==> src/rtl/freq_div_pkg.sv <==
// Shared types, legal-range constants and the config legality check
// used by every divider channel.
package freq_div_pkg;

    localparam int unsigned DIV_MIN  = 2;
    localparam int unsigned HIGH_MIN = 1;

    typedef enum logic {
        IDLE = 1'b0,
        RUN  = 1'b1
    } chan_state_t;

    // A ratio is legal when the period is at least two cycles and the high
    // time leaves at least one low cycle.
    function automatic logic cfg_valid(input int unsigned div, input int unsigned high);
        return (div >= DIV_MIN) && (high >= HIGH_MIN) && (high < div);
    endfunction

endpackage

==> src/rtl/freq_div_chan.sv <==
// One programmable divider channel: shadow/active config, IDLE/RUN control,
// period counter and registered clk_out/tick outputs.
module freq_div_chan
    import freq_div_pkg::*;
#(
    parameter int W        = 8,
    parameter int DEF_DIV  = 8,
    parameter int DEF_HIGH = 4
) (
    input  logic         clk_100,
    input  logic         rst,
    input  logic         en,
    input  logic         load,
    input  logic [W-1:0] div_in,
    input  logic [W-1:0] high_in,
    output logic         clk_out,
    output logic         tick,
    output logic         cfg_err
);

    typedef struct packed {
        logic [W-1:0] div;
        logic [W-1:0] high;
    } cfg_t;

    localparam cfg_t DEF_CFG = '{div: W'(DEF_DIV), high: W'(DEF_HIGH)};

    chan_state_t  state, state_next;
    logic [W-1:0] cnt, cnt_next;
    cfg_t         active, shadow;
    logic         pending;
    logic         clk_next, tick_next;
    logic         boundary, transfer, cfg_ok, load_ok;

    assign boundary = (state == RUN) && en && (cnt == active.div - 1'b1);
    assign cfg_ok   = cfg_valid(32'(div_in), 32'(high_in));
    assign load_ok  = load && cfg_ok;
    // The shadow only ever reaches active while idle or on a period boundary,
    // so a running period always finishes with the ratio it started with.
    assign transfer = pending && ((state == IDLE) || boundary);

    // NOTE: clocked state uses non-blocking assignments so every register
    // samples pre-edge values regardless of process ordering.
    always_ff @(posedge clk_100 or posedge rst) begin
        if (rst) state <= IDLE;
        else     state <= state_next;
    end

    always_comb begin
        state_next = state;
        case (state)
            IDLE:    if (en)  state_next = RUN;
            RUN:     if (!en) state_next = IDLE;
            default: state_next = IDLE;
        endcase
    end

    // NOTE: every output of this block gets a default first, so no path can
    // leave a value unassigned and infer a latch.
    always_comb begin
        cnt_next  = '0;
        clk_next  = 1'b0;
        tick_next = 1'b0;
        case (state)
            IDLE: begin
                if (en) begin
                    clk_next  = 1'b1;
                    tick_next = 1'b1;
                end
            end
            RUN: begin
                if (en) begin
                    if (boundary) begin
                        clk_next  = 1'b1;
                        tick_next = 1'b1;
                    end else begin
                        cnt_next = cnt + 1'b1;
                        clk_next = (cnt + 1'b1) < active.high;
                    end
                end
            end
            default: ;
        endcase
    end

    always_ff @(posedge clk_100 or posedge rst) begin
        if (rst) begin
            cnt     <= '0;
            clk_out <= 1'b0;
            tick    <= 1'b0;
            active  <= DEF_CFG;
            shadow  <= DEF_CFG;
            pending <= 1'b0;
            cfg_err <= 1'b0;
        end else begin
            cnt     <= cnt_next;
            clk_out <= clk_next;
            tick    <= tick_next;
            if (transfer) active <= shadow;
            if (load_ok)  shadow <= '{div: div_in, high: high_in};
            // A load on the transfer edge re-arms pending for the next boundary.
            if (load_ok)       pending <= 1'b1;
            else if (transfer) pending <= 1'b0;
            if (load) cfg_err <= !cfg_ok;
        end
    end

endmodule

==> src/rtl/freq_div_prog.sv <==
// Multi-channel programmable clock divider: slices the packed config buses
// and instantiates one independent channel per output.
module freq_div_prog #(
    parameter int W        = 8,
    parameter int CH       = 2,
    parameter int DEF_DIV  = 8,
    parameter int DEF_HIGH = 4
) (
    input  logic            clk_100,
    input  logic            rst,
    input  logic [CH-1:0]   en,
    input  logic [CH-1:0]   load,
    input  logic [CH*W-1:0] div_in,
    input  logic [CH*W-1:0] high_in,
    output logic [CH-1:0]   clk_out,
    output logic [CH-1:0]   tick,
    output logic [CH-1:0]   cfg_err
);

    for (genvar k = 0; k < CH; k++) begin : g_chan
        freq_div_chan #(
            .W        (W),
            .DEF_DIV  (DEF_DIV),
            .DEF_HIGH (DEF_HIGH)
        ) u_chan (
            .clk_100 (clk_100),
            .rst     (rst),
            .en      (en[k]),
            .load    (load[k]),
            .div_in  (div_in[k*W +: W]),
            .high_in (high_in[k*W +: W]),
            .clk_out (clk_out[k]),
            .tick    (tick[k]),
            .cfg_err (cfg_err[k])
        );
    end

endmodule

==> config.mk <==
export PLATFORM = sky130hd
export DESIGN_NAME = freq_div_prog
export DESIGN_NICKNAME = d
export VERILOG_FILES = /design/src/rtl/freq_div_pkg.sv /design/src/rtl/freq_div_chan.sv /design/src/rtl/freq_div_prog.sv
export SDC_FILE = /design/constraint.sdc
export NUM_CORES = 1
export LEC_CHECK = 0
export CORE_UTILIZATION = 50
export CTS_CLUSTER_SIZE = 20
export DETAILED_ROUTE_END_ITERATION = 10
export PLACE_DENSITY = 0.86
export REMOVE_ABC_BUFFERS = 1
export SKIP_LAST_GASP = 1
export SLEW_MARGIN = 30
export SYNTH_ARGS = -nofsm -noshare
export SYNTH_HDL_FRONTEND = slang
export SYNTH_SLANG_ARGS = --single-unit
==> constraint.sdc <==
create_clock -name clk_100 -period 2.7 [get_ports clk_100]
set_clock_uncertainty 0.15 [all_clocks]
set_input_delay 0.405 -clock clk_100 [delete_from_list [all_inputs] [get_ports clk_100]]
set_output_delay 0.405 -clock clk_100 [all_outputs]
set_load 0.005 [all_outputs]
# [Word-level counts from Yosys, hierarchy flattened]
# Cells that the tools add are included.
[classes] mux=24 order_cmp=8 bitwise_logic=2 addsub=4 eq_ne=2 n_reduce_logical=18
[op_table] cell="$mux W8" n=6
[op_table] cell="$lt A8 B8 Y1" n=4
[op_table] cell="$add A8 B1 Y8 const B" n=2
[op_table] cell="$eq A8 B8 Y1" n=2
[op_table] cell="$ge A8 B1 Y1 const B" n=2
[op_table] cell="$ge A8 B2 Y1 const B" n=2
[op_table] cell="$sub A8 B1 Y8 const B" n=2
[op_table] cell="$mux W1" n=14
[op_table] cell="$logic_and A1 B1 Y1" n=12
[op_table] cell="$pmux W1 S2" n=4
[op_table] cell="$reduce_bool A2 Y1" n=2
[op_table] cell="$logic_not A1 Y1" n=2
[op_table] cell="$logic_or A1 B1 Y1" n=2
[op_table] cell="$not A1 Y1" n=2
[word_totals] out_inout_bits=6 inputBits=38 reg_bits=90

# [Longest topological paths before layout]
# Gate-level depths: netlist of run 1.
[logic_depth] word_depth=7 depth_mapped=10 ltp_nobuf=10

# [Modules after synthesis]
# A second synthesis of run 1 with hierarchy kept.
[hier_totals] hier_cells=515 area_unflattened_um2=5476.5
[modules_own_cells] mod="freq_div_chan at g_chan[1].u_chan" instances=1 cells_per_inst=259 seq_area_each_um2=1131.1 area_per_inst_um2=2775.2
[modules_own_cells] mod="freq_div_chan at g_chan[0].u_chan" instances=1 cells_per_inst=256 seq_area_each_um2=1131.1 area_per_inst_um2=2701.3

# [Worst setup path before layout of run 1]
# Ideal clock, no wire load.
[synth_timing] path_kind="input to register" startpoint="in div_in[1]" endpoint="reg g_chan[0].u_chan.shadow[10] (netlist bit)" t_required_ns=2.425 setup_slack_ns=0.002 path_stages=8 arrival_time_ns=2.423 cell_sequence="inv_1 -> ha_1 -> a21o_1 -> a21o_1 -> a211o_1 -> a21oi_1 -> buf_2 -> mux2_2"
[synth_between] elab_chain_len=4
[synth_rtl] element="start: declaration" line_no="freq_div_prog.sv:13" source="input logic [CH*W-1:0] div_in,"
[synth_rtl] element="$ge A8 B2 Y1" line_no="freq_div_pkg.sv:16" source="return (div >= DIV_MIN) && (high >= HIGH_MIN) && (high < div);"
[synth_rtl] element="$logic_and A1 B1 Y1" line_no="freq_div_pkg.sv:16"
[synth_rtl] element="$logic_and A1 B1 Y1 (*)" line_no="freq_div_pkg.sv:16"
[synth_rtl] element="$logic_and A1 B1 Y1 (*)" line_no="freq_div_chan.sv:37" source="assign load_ok = load && cfg_ok;"
[synth_rtl] element="end signal: assignment" line_no="freq_div_chan.sv:100" source="if (load_ok) shadow <= '{div: div_in, high: high_in};"
[synth_rtl] element="end: declaration" line_no="freq_div_chan.sv:30" source="cfg_t active, shadow;"
# Mark *: on every way between the ends. The rest lies on a longest branch, timed or not.
# A chain may end at the register's enable or synchronous reset.

# [Worst setup path in the final report of run 1]
[layout_timing] startpoint="reg g_chan[0].u_chan.active[10] (netlist bit)" endpoint="reg g_chan[0].u_chan.active[7] (netlist bit)"
[layout_between] elab_chain_len=5
[layout_rtl] element="start: declaration" line_no="freq_div_chan.sv:30"
[layout_rtl] element="start signal: assignment" line_no="freq_div_chan.sv:99" source="if (transfer) active <= shadow;"
[layout_rtl] element="$sub A8 B1 Y8" line_no="freq_div_chan.sv:35" source="assign boundary = (state == RUN) && en && (cnt == active.div - 1'b1);"
[layout_rtl] element="$eq A8 B8 Y1" line_no="freq_div_chan.sv:35"
[layout_rtl] element="$logic_and A1 B1 Y1" line_no="freq_div_chan.sv:35"
[layout_rtl] element="$logic_or A1 B1 Y1" line_no="freq_div_chan.sv:40" source="assign transfer = pending && ((state == IDLE) || boundary);"
[layout_rtl] element="$logic_and A1 B1 Y1" line_no="freq_div_chan.sv:40"
# Every way passes these cells.

==> reports/metrics.csv, run 1 <==
metric,value,unit
f_max,0.376,GHz
Placed Cells incl. Taps,597,
RSZ-0062 raised after global routing,true,
data required time at the worst endpoint,2790,ps
final hold violation count,0,
Initial DRT Pass Iterations,4,
antenna violations before repair,0,
summed negative setup slack over all endpoints,0,ps
area taken by multi-input logic gates,2410,um2
Setup Slack @ Placement,-354,ps
nature of the critical path endpoint,register,
Std-Cell Core Area,9280,um2
net count reported at finish,552,
actual slew at the worst max-slew pin,604,ps
Leakage,2.73,nW
Main synth FF type,dfrtp_1,
xor and xnor area share after synthesis,5.47,%
layout-stage area growth over the synthesis result,23.2,%
final non-filler cell total,616,
Site Rows,35,
post-synthesis adder-cell area fraction,8.34,%
startpoint of the most critical register-to-register path,g_chan[0].u_chan.active[10],
via total after detailed routing,3379,
fin crit share,98.5,%
cell types occupying the most area after synthesis,"dfrtp_1 43%, mux2_2 13%, ha_1 8.3%",
post-layout power,4.32,mW
count of cell types in the netlist,52,
antenna diode count,0,
Routed Antenna Nets,0,
Reg2Reg Setup Slack,40,ps
Max Slew Vio Count,0,
worst setup path startpoint,g_chan[0].u_chan.active[10],
post-route cell area,5910,um2
smallest setup slack after layout,40.2,ps
"area fraction in and, or, nand and nor cells after synthesis",10.1,%
ratio of cells with drive above 1 in the final layout,28.3,%
core occupancy in the finished layout,63.7,%
WS Path Type,reg -> reg,
largest net degree at the start of global routing,46,
cells after synthesis,405,
drt drc,0,
hold_buf cts,0,
starting DRC count in detailed routing,154,
most instantiated cells after synthesis,"82 x dfrtp_1, 54 x mux2_2, 35 x inv_1, 32 x ha_1, 20 x xnor2_1",
clock transition at the registers of the reported paths,80,ps
startpoint type of the worst setup path,register,
x dimension of the die,100,um
max_slew headroom,59.6,%
routed wire length,10.2,mm
Min Hold Slack,277,ps
compound-gate portion of the synthesized area,8.79,%
CTS tree,yes,
# setup viols final,0,
initial cell density of the core,51.7,%
Pwr Density,731,nW/um2
Die Y,100,um
run status,completed,
drt wl/cell,16.6,um
cell at the root of the clock tree,clkbuf_8,
standard cell area after detailed placement,5590,um2
vias in the first global route,3472,
dominant combinational cell family by area after synthesis,multiplexers,
top-count cell post-synth,dfrtp_1,
overall die area,10000,um2
via-per-instance ratio,5.49,
Post-Syn Area,4800,um2
number of I/O port buffers,43,
proportion of synthesized flip-flops having asynchronous set or reset,100,%
largest area contributor in the netlist,dfrtp_1,
number of buffers inserted during clock tree synthesis,9,
global-route wire length before repair,17.0,mm
portion of synthesized cell area occupied by the leading cell type,42.8,%
maximum capacitance violations,0,
Placer Congestion,0.847,
deepest clock path buffer count,2,
Detailed Place HPWL,7.40,mm
total area of sequential cells,2260,um2
biggest fanout along the worst timing path,16,
fraction of synthesized area in multiplexers,15.8,%
number of flops mapped to enable cells by yosys,0,
post-synthesis sequential area ratio,47.1,%
"Clk Latency, worst-skew pair",350,ps
class of the most critical hold timing path,in -> async,
total of flip-flops plus latches after synthesis,90,
total clock sinks,90,
H-Tree Level Count,3,
synth warn,0,
io pins,44,
CP Data Arrival Time,2750,ps
Avg Inst Size Synth,11.9,um2
remaining global-route overflow,0,
peak ir drop on the vdd network,0.306,mV
GR Util All Layers,21.9,%
FILL cells,678,
"Min Clock Period, post-route",2660,ps
==> metal layers <==
layer	global-route usage (%)	share of wire [%]	vias up
li1	-	-	1589
met1	29.7	45	1682
met2	35.5	48	85
met3	2.86	3.7	23
met4	9.92	2.7	0
met5	0	0	-
==> layout by cell type, fill, tap and decap left out, types with 7 or more instances in the layout <==
master	netlist	layout
dfrtp_1	82	81
mux2_2	54	54
clkdlybuf4s50_1	0	43
inv_1	35	34
ha_1	32	32
buf_4	6	31
xnor2_1	20	19
nor2_1	16	16
nand2_1	14	14
nor2b_1	13	13
clkbuf_8	0	12
xor2_1	10	10
mux2_4	10	10
a21o_1	10	10
dfstp_2	8	8
nand3_1	7	7
==> final timing paths <==
path	endpoint	depth (start not counted)
worst min register to register	g_chan[1].u_chan.active[12]	1
worst min-delay path	g_chan[1].u_chan.clk_out	2
worst max-delay path	g_chan[0].u_chan.active[7]	7
worst max register to register	g_chan[0].u_chan.active[7]	7
max in group asynchronous	g_chan[0].u_chan.shadow[2]	3
min in group clk_100	g_chan[1].u_chan.active[12]	1
==> sequential cells by signal, summed over array words and instances, names as in the netlist <==
signal                 count
g_chan.u_chan.shadow      32
g_chan.u_chan.active      32
g_chan.u_chan.cnt         16
g_chan.u_chan.cfg_err      2
g_chan.u_chan.clk_out      2
g_chan.u_chan.tick         2
g_chan.u_chan.state        2
g_chan.u_chan.pending      2
==> layout make-up <==
| type | instances | area share, % |
|---|---|---|
| Tap cell | 129 | 2.73 |
| Multi-Input combinational cell | 268 | 40.7 |
| Sequential cell | 90 | 38.3 |
| Clock inverter | 2 | 0.592 |
| Clock buffer | 14 | 2.92 |
| Timing Repair Buffer | 78 | 12.6 |
| Inverter | 35 | 2.24 |
==> power by group <==
group | leakage, nW | total (mW) | switching [mW] | internal [mW]
clock | 0.107 | 0.942 | 0.438 | 0.504
sequential | 1.08 | 1.91 | 0.213 | 1.69
combinational | 1.54 | 1.48 | 0.665 | 0.811
total | 2.73 | 4.32 | 1.32 | 3.01
==> cells by family after synthesis <==
kind of cell | count (synthesis)
compound gates | 53
buf+inv | 47
simple gates | 89
mux | 64
fa+ha+maj | 32
flops | 90
xor+xnor | 30
==> repair_timing <==
item,in CTS,in global routing
cloned,0,1
endpoints found under the setup margin,16,51
gates resized for setup,2,14
pin swaps,2,3
setup buffers,1,1
==> worst max-delay path: stages (launching register included) <==
cell and delay (ps):
dfrtp_1 400, or3_4 410, or3_4 400, nor4bb_4 180
a311oi_4 380, o32ai_4 150, buf_12 180, mux2_4 300
No activity file was read; power rests on OpenSTA's default activity.
==> run 2, diff against run 1 <==
--- a/config.mk
+++ b/config.mk
@@ -5,6 +5,7 @@
 export SDC_FILE = /design/constraint.sdc
 export NUM_CORES = 1
 export LEC_CHECK = 0
+export CORE_ASPECT_RATIO = 1.25
 export CORE_UTILIZATION = 50
 export CTS_CLUSTER_SIZE = 20
 export DETAILED_ROUTE_END_ITERATION = 10
==> reports/metrics.csv, run 2 (synthesized netlist as in run 1, its figures left out) <==
metric,value,unit,change
run status,completed,,
cell at the root of the clock tree,clkbuf_16,,
CP Data Arrival Time,2730,ps,-20 ps
net switching component of the power,1.42,mW,+7.7%
startpoint type of the worst setup path,register,,
layout-stage area growth over the synthesis result,24.4,%,
antenna diode count,0,,unchanged
CTS tree,yes,,
Reg2Reg Setup Slack,30,ps,about the same
peak ir drop on the vdd network,0.441,mV,+44%
max_slew headroom,60.4,%,+0.85 points
antenna violations before repair,0,,unchanged
via total after detailed routing,3344,,-1.0%
biggest fanout along the worst timing path,16,,unchanged
Die Y,112,um,+12%
final hold violation count,0,,unchanged
fraction of power spent switching nets,30.4,%,about the same
Min Hold Slack,250,ps,-26.9 ps
Std-Cell Core Area,9220,um2,-0.66%
overall die area,10000,um2,about the same
summed negative setup slack over all endpoints,0,ps,unchanged
x dimension of the die,89.6,um,-10%
largest net degree at the start of global routing,37,,-20%
Setup Slack @ Placement,-417,ps,-62.9 ps
drt wl/cell,16.5,um,-0.80%
WS Path Type,reg -> reg,,
maximum capacitance violations,0,,unchanged
core occupancy in the finished layout,64.7,%,+1.0 points
Routed Antenna Nets,0,,unchanged
nature of the critical path endpoint,register,,
Leakage,2.74,nW,+0.14%
global routing met1 resource utilization,28.3,%,-1.3 points
initial cell density of the core,52.0,%,+0.34 points
startpoint of the most critical register-to-register path,g_chan[0].u_chan.active[10],,
Max Slew Vio Count,0,,unchanged
via-per-instance ratio,5.53,,+0.76%
smallest setup slack after layout,32.4,ps,-7.83 ps
hold_buf cts,0,,unchanged
Site Rows,39,,+11%
total clock sinks,90,,unchanged
vias in the first global route,3676,,+5.9%
critical register-to-register path endpoint,g_chan[0].u_chan.active[15],,
f_max,0.375,GHz,-0.29%
io pins,44,,unchanged
"Clk Latency, worst-skew pair",340,ps,about the same
number of buffers inserted during clock tree synthesis,9,,unchanged
most frequent cells in the layout,"80 x dfrtp_1, 54 x mux2_2, 43 x clkdlybuf4s50_1",,
Placer Congestion,0.890,,+5.1%
final non-filler cell total,605,,-1.8%
H-Tree Level Count,3,,unchanged
Regs by FF count,"g_chan.u_chan.active (32), g_chan.u_chan.shadow (32), g_chan.u_chan.cnt (16)",,
GR Util All Layers,22.8,%,+0.84 points
Pwr Density,780,nW/um2,+6.7%
routing usage on met3,3.56,%,+0.70 points
deepest clock path buffer count,2,,unchanged
internal power component,3.24,mW,+7.7%
clock transition at the registers of the reported paths,60,ps,-20 ps
"Min Clock Period, post-route",2670,ps,+7.83 ps
class of the most critical hold timing path,in -> async,,
drt drc,0,,unchanged
data required time at the worst endpoint,2770,ps,-20 ps
actual slew at the worst max-slew pin,591,ps,-12.7 ps
met2 capacity usage during global routing,38.1,%,+2.6 points
routed wire length,9.98,mm,-2.6%
starting DRC count in detailed routing,144,,-6.5%
RSZ-0062 raised after global routing,true,,
Initial DRT Pass Iterations,4,,unchanged
Detailed Place HPWL,7.48,mm,+1.0%
sequential share of power,41.5,%,-2.6 points
worst setup path startpoint,g_chan[0].u_chan.active[10],,
"leading cell type in the layout, fill and taps excluded",dfrtp_1,,
# setup viols final,0,,unchanged
cell depth of the worst flop-to-flop path,7,,unchanged
fin crit share,98.8,%,+0.29 points
remaining global-route overflow,0,,unchanged
power share of the clock group,26.1,%,+4.3 points
most utilized layer in the global route result,met2,,
number of I/O port buffers,43,,unchanged
ratio of cells with drive above 1 in the final layout,27.8,%,-0.54 points
Placed Cells incl. Taps,588,,-1.5%
net count reported at finish,547,,-0.91%
share of total power in combinational logic,32.3,%,-1.8 points
global-route wire length before repair,17.3,mm,+2.2%
==> run 2: what timing repair did <==
item	in CTS	in global routing
resized for setup	2	14
hold endpoints to repair	0	0
buffers inserted	1	0
pin swaps	2	3
endpoints found under the setup margin	16	35
==> run 2: worst max-delay path by stage <==
stage	endpoint
after floorplan	g_chan[0].u_chan.active[0]
after global placement	g_chan[0].u_chan.active[6]
after detailed placement	g_chan[0].u_chan.active[1]
after CTS	g_chan[0].u_chan.active[15]
after global routing	g_chan[0].u_chan.active[15]
final	g_chan[0].u_chan.active[15]
==> run 2: cell type report <==
type                            instances  area, um2
Clock buffer                           12        236
Clock inverter                          4       51.3
Fill cell                             621       3250
Inverter                               35        133
Multi-Input combinational cell        268       2410
Sequential cell                        90       2260
Tap cell                              123        154
Timing Repair Buffer                   73        718
==> run 2: per-stage QoR <==
stage / area, um2 / power (mW)
finish: 5970 / 4.66
global route: 5970 / 4.91
CTS: 5900 / 4.58
detailed placement: 5580 / 3.32
global placement: 5580 / 3.20
floorplan: 4720 / 2.80
==> run 2: metal layers <==
metal  vias to the layer above  wire length (um)  part of all wire, %
met2                        69              5170                   52
met4                         0               342                  3.4
li1                       1582                 -                    -
met3                        28               248                  2.5
met1                      1665              4210                   42
met5                         -                 0                    0
==> run 2: worst max-delay path, cell delays in order, from the launching register on <==
cell and delay [ps]:
dfrtp_1 380, or3_4 410, or3_4 390, nor4bb_4 180, a311oi_4 400, o32ai_4 150
buf_12 170, mux2_4 310
==> run 2: power by group through the flow <==
stage / combinational (mW) / sequential, mW / clock [mW]
final: 1.51 / 1.93 / 1.22
after global routing: 1.65 / 1.97 / 1.29
after CTS: 1.43 / 1.92 / 1.23
after detailed placement: 1.39 / 1.94 / 0
after global placement: 1.30 / 1.91 / 0
after floorplan: 0.904 / 1.89 / 0
==> run 3, diff against run 2 <==
--- a/config.mk
+++ b/config.mk
@@ -5,11 +5,12 @@
 export SDC_FILE = /design/constraint.sdc
 export NUM_CORES = 1
 export LEC_CHECK = 0
+export ABC_AREA = 1
 export CORE_ASPECT_RATIO = 1.25
 export CORE_UTILIZATION = 50
 export CTS_CLUSTER_SIZE = 20
 export DETAILED_ROUTE_END_ITERATION = 10
-export PLACE_DENSITY = 0.86
+export PLACE_DENSITY = 0.71
 export REMOVE_ABC_BUFFERS = 1
 export SKIP_LAST_GASP = 1
 export SLEW_MARGIN = 30
==> reports/metrics.csv, run 3 <==
metric,value,unit,change
run status,completed,,
f_max,0.432,GHz,+15%
share of total power in combinational logic,26.2,%,-6.1 points
data required time at the worst endpoint,2760,ps,about the same
total area of sequential cells,2260,um2,-0.11%
Routed Antenna Nets,0,,unchanged
"Clk Latency, worst-skew pair",330,ps,about the same
chain of cells forming the critical path,inv_1 > ha_1 > xor2_1 > nand2_1 > nor2_1 > nand2_1 > nor2_1 > nand3_1 > nand2_4 > inv_1 > nand2_1 > nor2_1,,
CTS tree,yes,,
startpoint of the most critical register-to-register path,g_chan[0].u_chan.active[8],,
cell family with the largest share of critical-path delay,simple AND/OR/NAND/NOR gates,,
Post-Syn Area,5020,um2,+4.7%
"leading cell type in the layout, fill and taps excluded",nand2_1,,
RSZ-0062 raised after global routing,false,,
net count reported at finish,724,,+32%
number of buffers inserted during clock tree synthesis,9,,unchanged
starting DRC count in detailed routing,218,,+51%
largest net degree at the start of global routing,91,,+150%
post-synthesis adder-cell area fraction,7.97,%,-0.37 points
Main synth FF type,dfrtp_1,,
Std-Cell Core Area,9710,um2,+5.3%
deepest clock path buffer count,2,,unchanged
fraction of synthesized area in multiplexers,0,%,-16 points
number of I/O port buffers,43,,unchanged
hold_buf cts,0,,unchanged
vias in the first global route,3798,,+3.3%
antenna diode count,0,,unchanged
number of flops mapped to enable cells by yosys,0,,unchanged
crit-path max cell delay,440,ps,+30 ps
Worst path slowest cell,dfrtp_1,,
most instantiated cells after synthesis,"170 x nand2_1, 94 x inv_1, 82 x dfrtp_1, 44 x nand3_1, 40 x nor2_1",,
Max Slew Vio Count,0,,unchanged
internal power component,2.84,mW,-12%
"Min Clock Period, post-route",2310,ps,-354 ps
startpoint type of the worst setup path,register,,
Initial DRT Pass Iterations,4,,unchanged
max_slew headroom,62.9,%,+2.5 points
sequential share of power,44.6,%,+3.1 points
WS Path Type,reg -> reg,,
Die Y,114,um,+2.3%
cell types occupying the most area after synthesis,"dfrtp_1 41%, nand2_1 13%, ha_1 8.0%",,
total of flip-flops plus latches after synthesis,90,,unchanged
clock transition at the registers of the reported paths,60,ps,about the same
area taken by multi-input logic gates,2280,um2,-5.6%
Leakage,3.09,nW,+13%
most frequent cells in the layout,"170 x nand2_1, 93 x inv_1, 82 x dfrtp_1",,
"area fraction in and, or, nand and nor cells after synthesis",27.3,%,+17 points
dominant combinational cell family by area after synthesis,simple AND/OR/NAND/NOR gates,,
class of the most critical hold timing path,reg -> reg,,
CP Data Arrival Time,2370,ps,-360 ps
top-count cell post-synth,nand2_1,,
number of buffer and inverter instances along the worst setup path,2,,+1
peak ir drop on the vdd network,0.416,mV,-5.6%
highest signal layer in the routed design,met4,,
proportion of synthesized flip-flops having asynchronous set or reset,100,%,unchanged
xor and xnor area share after synthesis,4.28,%,-1.2 points
synth warn,0,,unchanged
antenna violations before repair,0,,unchanged
Detailed Place HPWL,7.16,mm,-4.2%
drt drc,0,,unchanged
Placer Congestion,0.798,,-10%
post-route cell area,5840,um2,-2.2%
drt wl/cell,12.2,um,-26%
fin crit share,85.7,%,-13 points
cells after synthesis,617,,+52%
biggest fanout along the worst timing path,19,,+3
portion of synthesized cell area occupied by the leading cell type,40.8,%,-1.9 points
sum of routed wire segments on met1,4.60,mm,+9.3%
global-route wire length before repair,16.8,mm,-2.8%
GR Util All Layers,20.2,%,-2.5 points
Setup Slack @ Placement,230,ps,+647 ps
power share of the clock group,29.2,%,+3.1 points
Pwr Density,714,nW/um2,-8.5%
initial cell density of the core,51.7,%,-0.30 points
smallest setup slack after layout,386,ps,+354 ps
total met2 wirelength after detailed routing,4.57,mm,-12%
# setup viols final,0,,unchanged
overall die area,10500,um2,+4.6%
worst setup path startpoint,g_chan[0].u_chan.active[8],,
count of cell types in the netlist,33,,-37%
final hold violation count,0,,unchanged
routed wire length,9.57,mm,-4.1%
x dimension of the die,91.7,um,+2.3%
via total after detailed routing,3930,,+18%
ratio of cells with drive above 1 in the final layout,5.77,%,-22 points
total clock sinks,90,,unchanged
nature of the critical path endpoint,register,,
cell at the root of the clock tree,clkbuf_16,,
Regs by FF count,"g_chan.u_chan.active (32), g_chan.u_chan.shadow (32), g_chan.u_chan.cnt (16)",,
actual slew at the worst max-slew pin,557,ps,-34.5 ps
number of buffers inserted to repair setup after CTS,0,,-1
standard cell area after detailed placement,5550,um2,-0.47%
fraction of power spent switching nets,31.9,%,+1.5 points
Detail Route met3 WL,222,um,-10%
largest area contributor in the netlist,dfrtp_1,,
maximum capacitance violations,0,,unchanged
H-Tree Level Count,3,,unchanged
via-per-instance ratio,5.01,,-9.4%
net switching component of the power,1.33,mW,-6.1%
post-synthesis sequential area ratio,45.0,%,-2.1 points
compound-gate portion of the synthesized area,5.73,%,-3.1 points
remaining global-route overflow,0,,unchanged
quantity of gates resized following cts,0,,-2
io pins,44,,unchanged
hold path startpoint,g_chan[0].u_chan.active[2],,
Avg Inst Size Synth,8.14,um2,-31%
Site Rows,40,,+2.6%
FILL cells,879,,+42%
layout-stage area growth over the synthesis result,16.2,%,
-- run 3: worst paths after layout --
kind | slack (ps) | cells past startpoint | end
worst max-delay path | 390 | 12 | g_chan[0].u_chan.cnt[5]
worst min-delay path | 310 | 2 | g_chan[0].u_chan.active[2]
worst max register to register | 390 | 12 | g_chan[0].u_chan.cnt[5]
worst min register to register | 310 | 2 | g_chan[0].u_chan.active[2]
max in group asynchronous | 1690 | 3 | g_chan[0].u_chan.active[2]
min in group asynchronous | 350 | 3 | g_chan[1].u_chan.cfg_err
-- run 3: kinds of logic after synthesis --
logic type,after synthesis
simple gates,302
buf+inv,115
xor+xnor,23
fa+ha+maj,32
compound gates,55
flops,90
-- run 3: layout make-up --
cell class,count,area share (%)
tap,126,2.70
multi-input combinational,412,39.0
sequential,90,38.7
clock inverter,3,0.686
inverter,94,6.06
clock buffer,13,4.29
timing repair buffer,47,8.53
-- run 3: layer usage --
layer | up-vias | global-route usage [%]
met5 | - | 0
met3 | 12 | 3.32
met1 | 1810 | 27.2
met2 | 70 | 32.7
met4 | 0 | 8.47
li1 | 2038 | -
-- run 3: stage by stage --
| step | power (mW) | TNS [ps] | utilization [%] | hold WS (ps) | cells |
|---|---|---|---|---|---|
| after global routing | 4.48 | 0 | 60.1 | 335 | 785 |
| after CTS | 4.21 | 0 | 60.1 | 314 | 785 |
| after floorplan | 2.64 | -14520 | - | 286 | 596 |
| after detailed placement | 2.97 | 0 | 57.2 | 305 | 769 |
| after global placement | 2.91 | 0 | 57.2 | 304 | 769 |
| final | 4.17 | 0 | 60.1 | 311 | 785 |
-- run 3: power by group through the flow --
stage | Sequential (mW) | Clock [mW] | Combinational [mW]
2_1_floorplan | 1.81 | 0 | 0.829
3_3_place_gp | 1.86 | 0 | 1.04
3_5_place_dp | 1.88 | 0 | 1.09
4_1_cts | 1.86 | 1.25 | 1.11
5_1_grt | 1.89 | 1.31 | 1.28
6_report | 1.86 | 1.22 | 1.09
-- run 3: worst min-delay path, stage by stage (launching register included) --
cell     delay, ps
dfstp_2        370
nand2_1         50
nand2_1         40
==> RTL edit 1, RTL diff (settings of run 2) <==
`DEF_DIV` is set to 8 in 2 places; all go to 6.
--- a/src/rtl/freq_div_chan.sv
+++ b/src/rtl/freq_div_chan.sv
@@ -6,3 +6,3 @@
     parameter int W        = 8,
-    parameter int DEF_DIV  = 8,
+    parameter int DEF_DIV  = 6,
     parameter int DEF_HIGH = 4
--- a/src/rtl/freq_div_prog.sv
+++ b/src/rtl/freq_div_prog.sv
@@ -5,3 +5,3 @@
     parameter int CH       = 2,
-    parameter int DEF_DIV  = 8,
+    parameter int DEF_DIV  = 6,
     parameter int DEF_HIGH = 4
Check against the original RTL: not equivalent (a bounded check fails within 10 cycles, from zero or initial values and one cycle with rst high).
==> RTL edit 1 against run 2 <==
  * Routed wire length rose by 12%
  * Final cell count is 1.5% higher
  * The run now ends with setup timing left
  * Final area increased by 2.7%
  * Critical endpoint is now g_chan[0].u_chan.active[8]
  * Highest routed layer unchanged
  * Setup slack got worse by 64 ps
  * Largest cell class unchanged
  * Sequential cell count unchanged
  * Critical path depth stayed put
  * Combinational power up 8%
  * Power up 4.0%
  * Synthesized area grew 0.10%
==> RTL edit 1: results (changes against run 2) <==
- DP Cell Count: 595 (was 588)
- WL final: 11.15 mm (was 9.976 mm)
- Crit path from: g_chan[0].u_chan.active[11] (was g_chan[0].u_chan.active[10])
- Post-place setup slack: -314.5 ps (was -417.3 ps)
- Failing checks: setup timing
- Endpoints failing setup: 6 (was 0)
- # fillers: 591 (was 621)
- Post-synthesis mux area share: 0.1578 (was 0.1580)
- Wire length of the first global-routing pass: 16.90 mm (was 17.33 mm)
- Synth cell count leaders: dfrtp_1, mux2_2, inv_1, ha_1, xnor2_1 (unchanged)
- Vias/cell: 5.708 (was 5.527)
- Wirelength per Cell: 18.17 microns (was 16.49 microns)
- GR Util met2: 0.3606 (was 0.3808)
- Post-synthesis xor/xnor area fraction: 0.05469 (was 0.05474)
- Met3 Usage GRT: 0.04670 (was 0.03558)
- Crit Path Max Fanout: 8 (was 16)
- Largest net degree at the start of global routing: 35 (was 37)
- Worst setup margin: -31.89 ps (was 32.37 ps)
- Adder-cell share of the synthesized area: 0.08333 (was 0.08342)
- Maximum VDD drop: 547.2 uV (was 440.8 uV)
- Status: finished, violations left (was completed)
- Synth Area in Compound Gates: 0.08776 (was 0.08785)
- RD Place Congestion: 0.8428 (was 0.8902)
- Final hold slack: 260.7 ps (was 250.5 ps)
- Worst EP arrival: 2810 ps (was 2730 ps)
- Slowest stage delay, CP: 430 ps (was 410 ps)
- Vias in the first global route: 3,576 (was 3,676)
- Overall routing resource usage: 0.2228 (was 0.2276)
## RTL edit 1: worst register-to-register path: stages, from the launching register on
cell	delay (ps)
dfrtp_1	380
or3_4	430
nor4_2	370
and4_4	320
a311oi_4	60
o32ai_4	350
clkbuf_16	250
mux2_4	300
## RTL edit 1: layout make-up
type                       instances  area, sq um  share of cell area
timing repair buffer              82        807.0              0.1317
multi-input combinational        268         2470              0.4029
sequential                        90         2268              0.3701
clock inverter                     5        65.06             0.01061
tap                              123        153.9             0.02511
clock buffer                      11        232.7             0.03797
inverter                          35        132.6             0.02164
## RTL edit 1: report_power, final
part           switching [W]  total, W  internal [W]
combinational       0.000725   0.00163      0.000903
clock               0.000522   0.00125      0.000726
sequential          0.000258   0.00197       0.00171
total                0.00150   0.00484       0.00334
## RTL edit 1: layer usage
layer,vias to the layer above,part of all wire
met2,121,0.52
met3,56,0.040
met5,-,0
met1,1735,0.40
li1,1593,-
met4,0,0.042
==> RTL edit 2, RTL diff (settings of run 2) <==
Made on the original files. Reset style: synchronous (`rst`), changed in 2 clocked blocks.
--- a/src/rtl/freq_div_chan.sv
+++ b/src/rtl/freq_div_chan.sv
@@ -43,3 +43,3 @@
     // samples pre-edge values regardless of process ordering.
-    always_ff @(posedge clk_100 or posedge rst) begin
+    always_ff @(posedge clk_100) begin
         if (rst) state <= IDLE;
@@ -85,3 +85,3 @@
 
-    always_ff @(posedge clk_100 or posedge rst) begin
+    always_ff @(posedge clk_100) begin
         if (rst) begin
Formal check against the unedited RTL: differs if rst is asserted again (counterexample within 4 cycles, from zero or initial values and one cycle with rst high); with rst held inactive, the same outputs for 4 cycles.
==> RTL edit 2 against run 2 <==
  * Utilization decreased by 2.9 points
  * Setup slack improved by 130 ps
  * Final area down 8.3%
  * Synthesized area down 3.5%
  * Die area down 3.5%
  * Routed wire length is 5.8% lower
  * Sequential cell count unchanged
  * Worst hold slack got worse by 16 ps
  * Count of clock-buffer cells in the layout shrank 3
  * Critical path type unchanged
  * Highest routed layer unchanged
Power is not compared: it rests on default switching activity, and its combinational part moved more than twofold at a synthesized area within 25%.
==> RTL edit 2: results (changes against run 2) <==
- Wire length of the first global-routing pass: 16.26 mm (was 17.33 mm)
- Adder-cell share of the synthesized area: 0.08649 (was 0.08342)
- RD Place Congestion: 0.8503 (was 0.8902)
- Clk root buf: clkbuf_8 (was clkbuf_16)
- Hold depth: 2
- Sequential element share of the synthesized area: 0.3892 (was 0.4713)
- Largest cells by area after synthesis: dfxtp_1, mux2i_1, ha_1 (was dfrtp_1, mux2_2, ha_1)
- CTS Buffer Depth: 2 (unchanged)
- H-tree levels: 3 (unchanged)
- Max_slew headroom: 0.6851 (was 0.6040)
- WL final: 9.397 mm (was 9.976 mm)
- HP Class: in -> reg (was in -> async)
- DPL Wire Length: 7.193 mm (was 7.478 mm)
- Lkg Pwr: around 2.4 nW
- Setup Buffers After CTS: 0 (was 1)
- Vias in the first global route: 3,822 (was 3,676)
- Final #Nets: 627 (was 547)
- PortBufs: 43 (unchanged)
- Dpl cell area: 5236 sq um (was 5575 sq um)
- Reg2Reg Depth: 9 (was 7)
- Worst EP arrival: 2680 ps (was 2730 ps)
- Crit path from: g_chan[0].u_chan.active[9] (was g_chan[0].u_chan.active[10])
- Hold Startpoint: rst
- Iter 0 DRT Violations: 132 (was 144)
- CTS buffer count: 9 (unchanged)
- Share of post-route cells with drive strength above 1: 0.07117 (was 0.2780)
- Hold endpoint: g_chan[1].u_chan.active[7]
- # fillers: 747 (was 621)
- Slowest-stage cell, CP: dfxtp_1 (was or3_4)
- Post-synthesis xor/xnor area fraction: 0.06730 (was 0.05474)
- Vias: 3,631 (was 3,344)
- Largest delay contributor family on the critical path: compound AO/OA/AOI/OAI gates (was simple AND/OR/NAND/NOR gates)
- Slowest stage delay, CP: 440 ps (was 410 ps)
- DRT Pass-1 Iters: 4 (unchanged)
- Worst-Skew Late Latency: 370 ps (was 340 ps)
- Yosys Warn Count: 0 (unchanged)
- CTS Hold Bufs: 0 (unchanged)
- Async S/R FF share, synth: 0 (was 1.000)
- Number of diodes: 0 (unchanged)
- Synth unique cells: 50 (was 52)
- Endpoints failing setup: 0 (unchanged)
- Overall routing resource usage: 0.2165 (was 0.2276)
- Maximum VDD drop: 282.1 uV
- Largest net degree at the start of global routing: 45 (was 37)
- Initial antenna violation count: 0 (unchanged)
- Reg2reg setup slack: 160 ps (was 30 ps)
- Status: completed (unchanged)
- Synth cell count leaders: dfxtp_1, nor2_1, mux2i_1, inv_1, ha_1 (was dfrtp_1, mux2_2, inv_1, ha_1, xnor2_1)
- Reg-to-reg endpoint: g_chan[0].u_chan.active[13] (was g_chan[0].u_chan.active[15])
- Synth Area in Compound Gates: 0.08405 (was 0.08785)
- Biggest regs: g_chan.u_chan.active x32, g_chan.u_chan.shadow x32, g_chan.u_chan.cnt x16 (unchanged)
- Crit Path Max Fanout: 16 (unchanged)
- Post-synthesis mux area share: 0.1254 (was 0.1580)
- Clk pin slew, worst setup/hold paths: 90 ps (was 60 ps)
-- RTL edit 2: how the worst max path moves through the flow --
stage                                             end  cells past startpoint
final                     g_chan[0].u_chan.active[13]                      9
after floorplan            g_chan[1].u_chan.active[0]                      8
after global routing       g_chan[0].u_chan.active[7]                      9
after detailed placement   g_chan[0].u_chan.shadow[6]                     10
after CTS                 g_chan[0].u_chan.active[13]                      9
after global placement     g_chan[0].u_chan.shadow[2]                     10
-- RTL edit 2: timing repair --
action	4_1_cts	5_1_grt
hold endpoints to repair	0	0
gates resized for setup	0	1
endpoints found under the setup margin	0	16
-- RTL edit 2: power breakdown --
group          leakage, nW  total (W)  internal (W)  switching [W]
logic                 1.54   0.000377      0.000200       0.000178
registers            0.733    0.00141       0.00138      0.0000335
clock network        0.113    0.00104      0.000537       0.000502
total                 2.38    0.00283       0.00212       0.000713
-- RTL edit 2: final cells by class --
cell class,count,area share
Sequential cell,90,0.3293
Clock inverter,7,0.01921
Multi-Input combinational cell,354,0.4654
Clock buffer,9,0.02264
Timing Repair Buffer,59,0.1066
Inverter,43,0.02950
Tap cell,120,0.02744
-- RTL edit 2: kinds of logic (layout without fill, tap and decap cells) --
| logic type | Yosys count | count (layout) |
|---|---|---|
| AND/OR/NAND/NOR | 176 | 176 |
| XOR/XNOR | 34 | 34 |
| flip-flops | 90 | 90 |
| multiplexers | 58 | 58 |
| AO/OA/AOI/OAI | 54 | 54 |
| adder cells (fa/ha/maj) | 32 | 32 |
| buffers and inverters | 67 | 118 |
-- RTL edit 2: through the flow --
stage | hold slack (ps) | std cells | util | worst slack (ps) | setup TNS (ps)
2_1_floorplan | 284.7 | 487 | - | -467.1 | -18490
3_3_place_gp | 310.1 | 666 | 0.5921 | -78.61 | -973.2
3_5_place_dp | 316.8 | 666 | 0.5921 | -136.2 | -1649
4_1_cts | 219.6 | 682 | 0.6180 | 131.7 | 0
5_1_grt | 222.7 | 682 | 0.6187 | 1.316 | 0
6_report | 234.4 | 682 | 0.6187 | 163.4 | 0
-- RTL edit 2: layer usage --
layer / routed length [microns] / global-route usage / vias to the layer above
li1: - / - / 1815
met1: 3749 / 0.2138 / 1723
met2: 5149 / 0.4280 / 70
met3: 277 / 0.04955 / 23
met4: 222 / 0.08295 / 0
met5: 0 / 0 / -
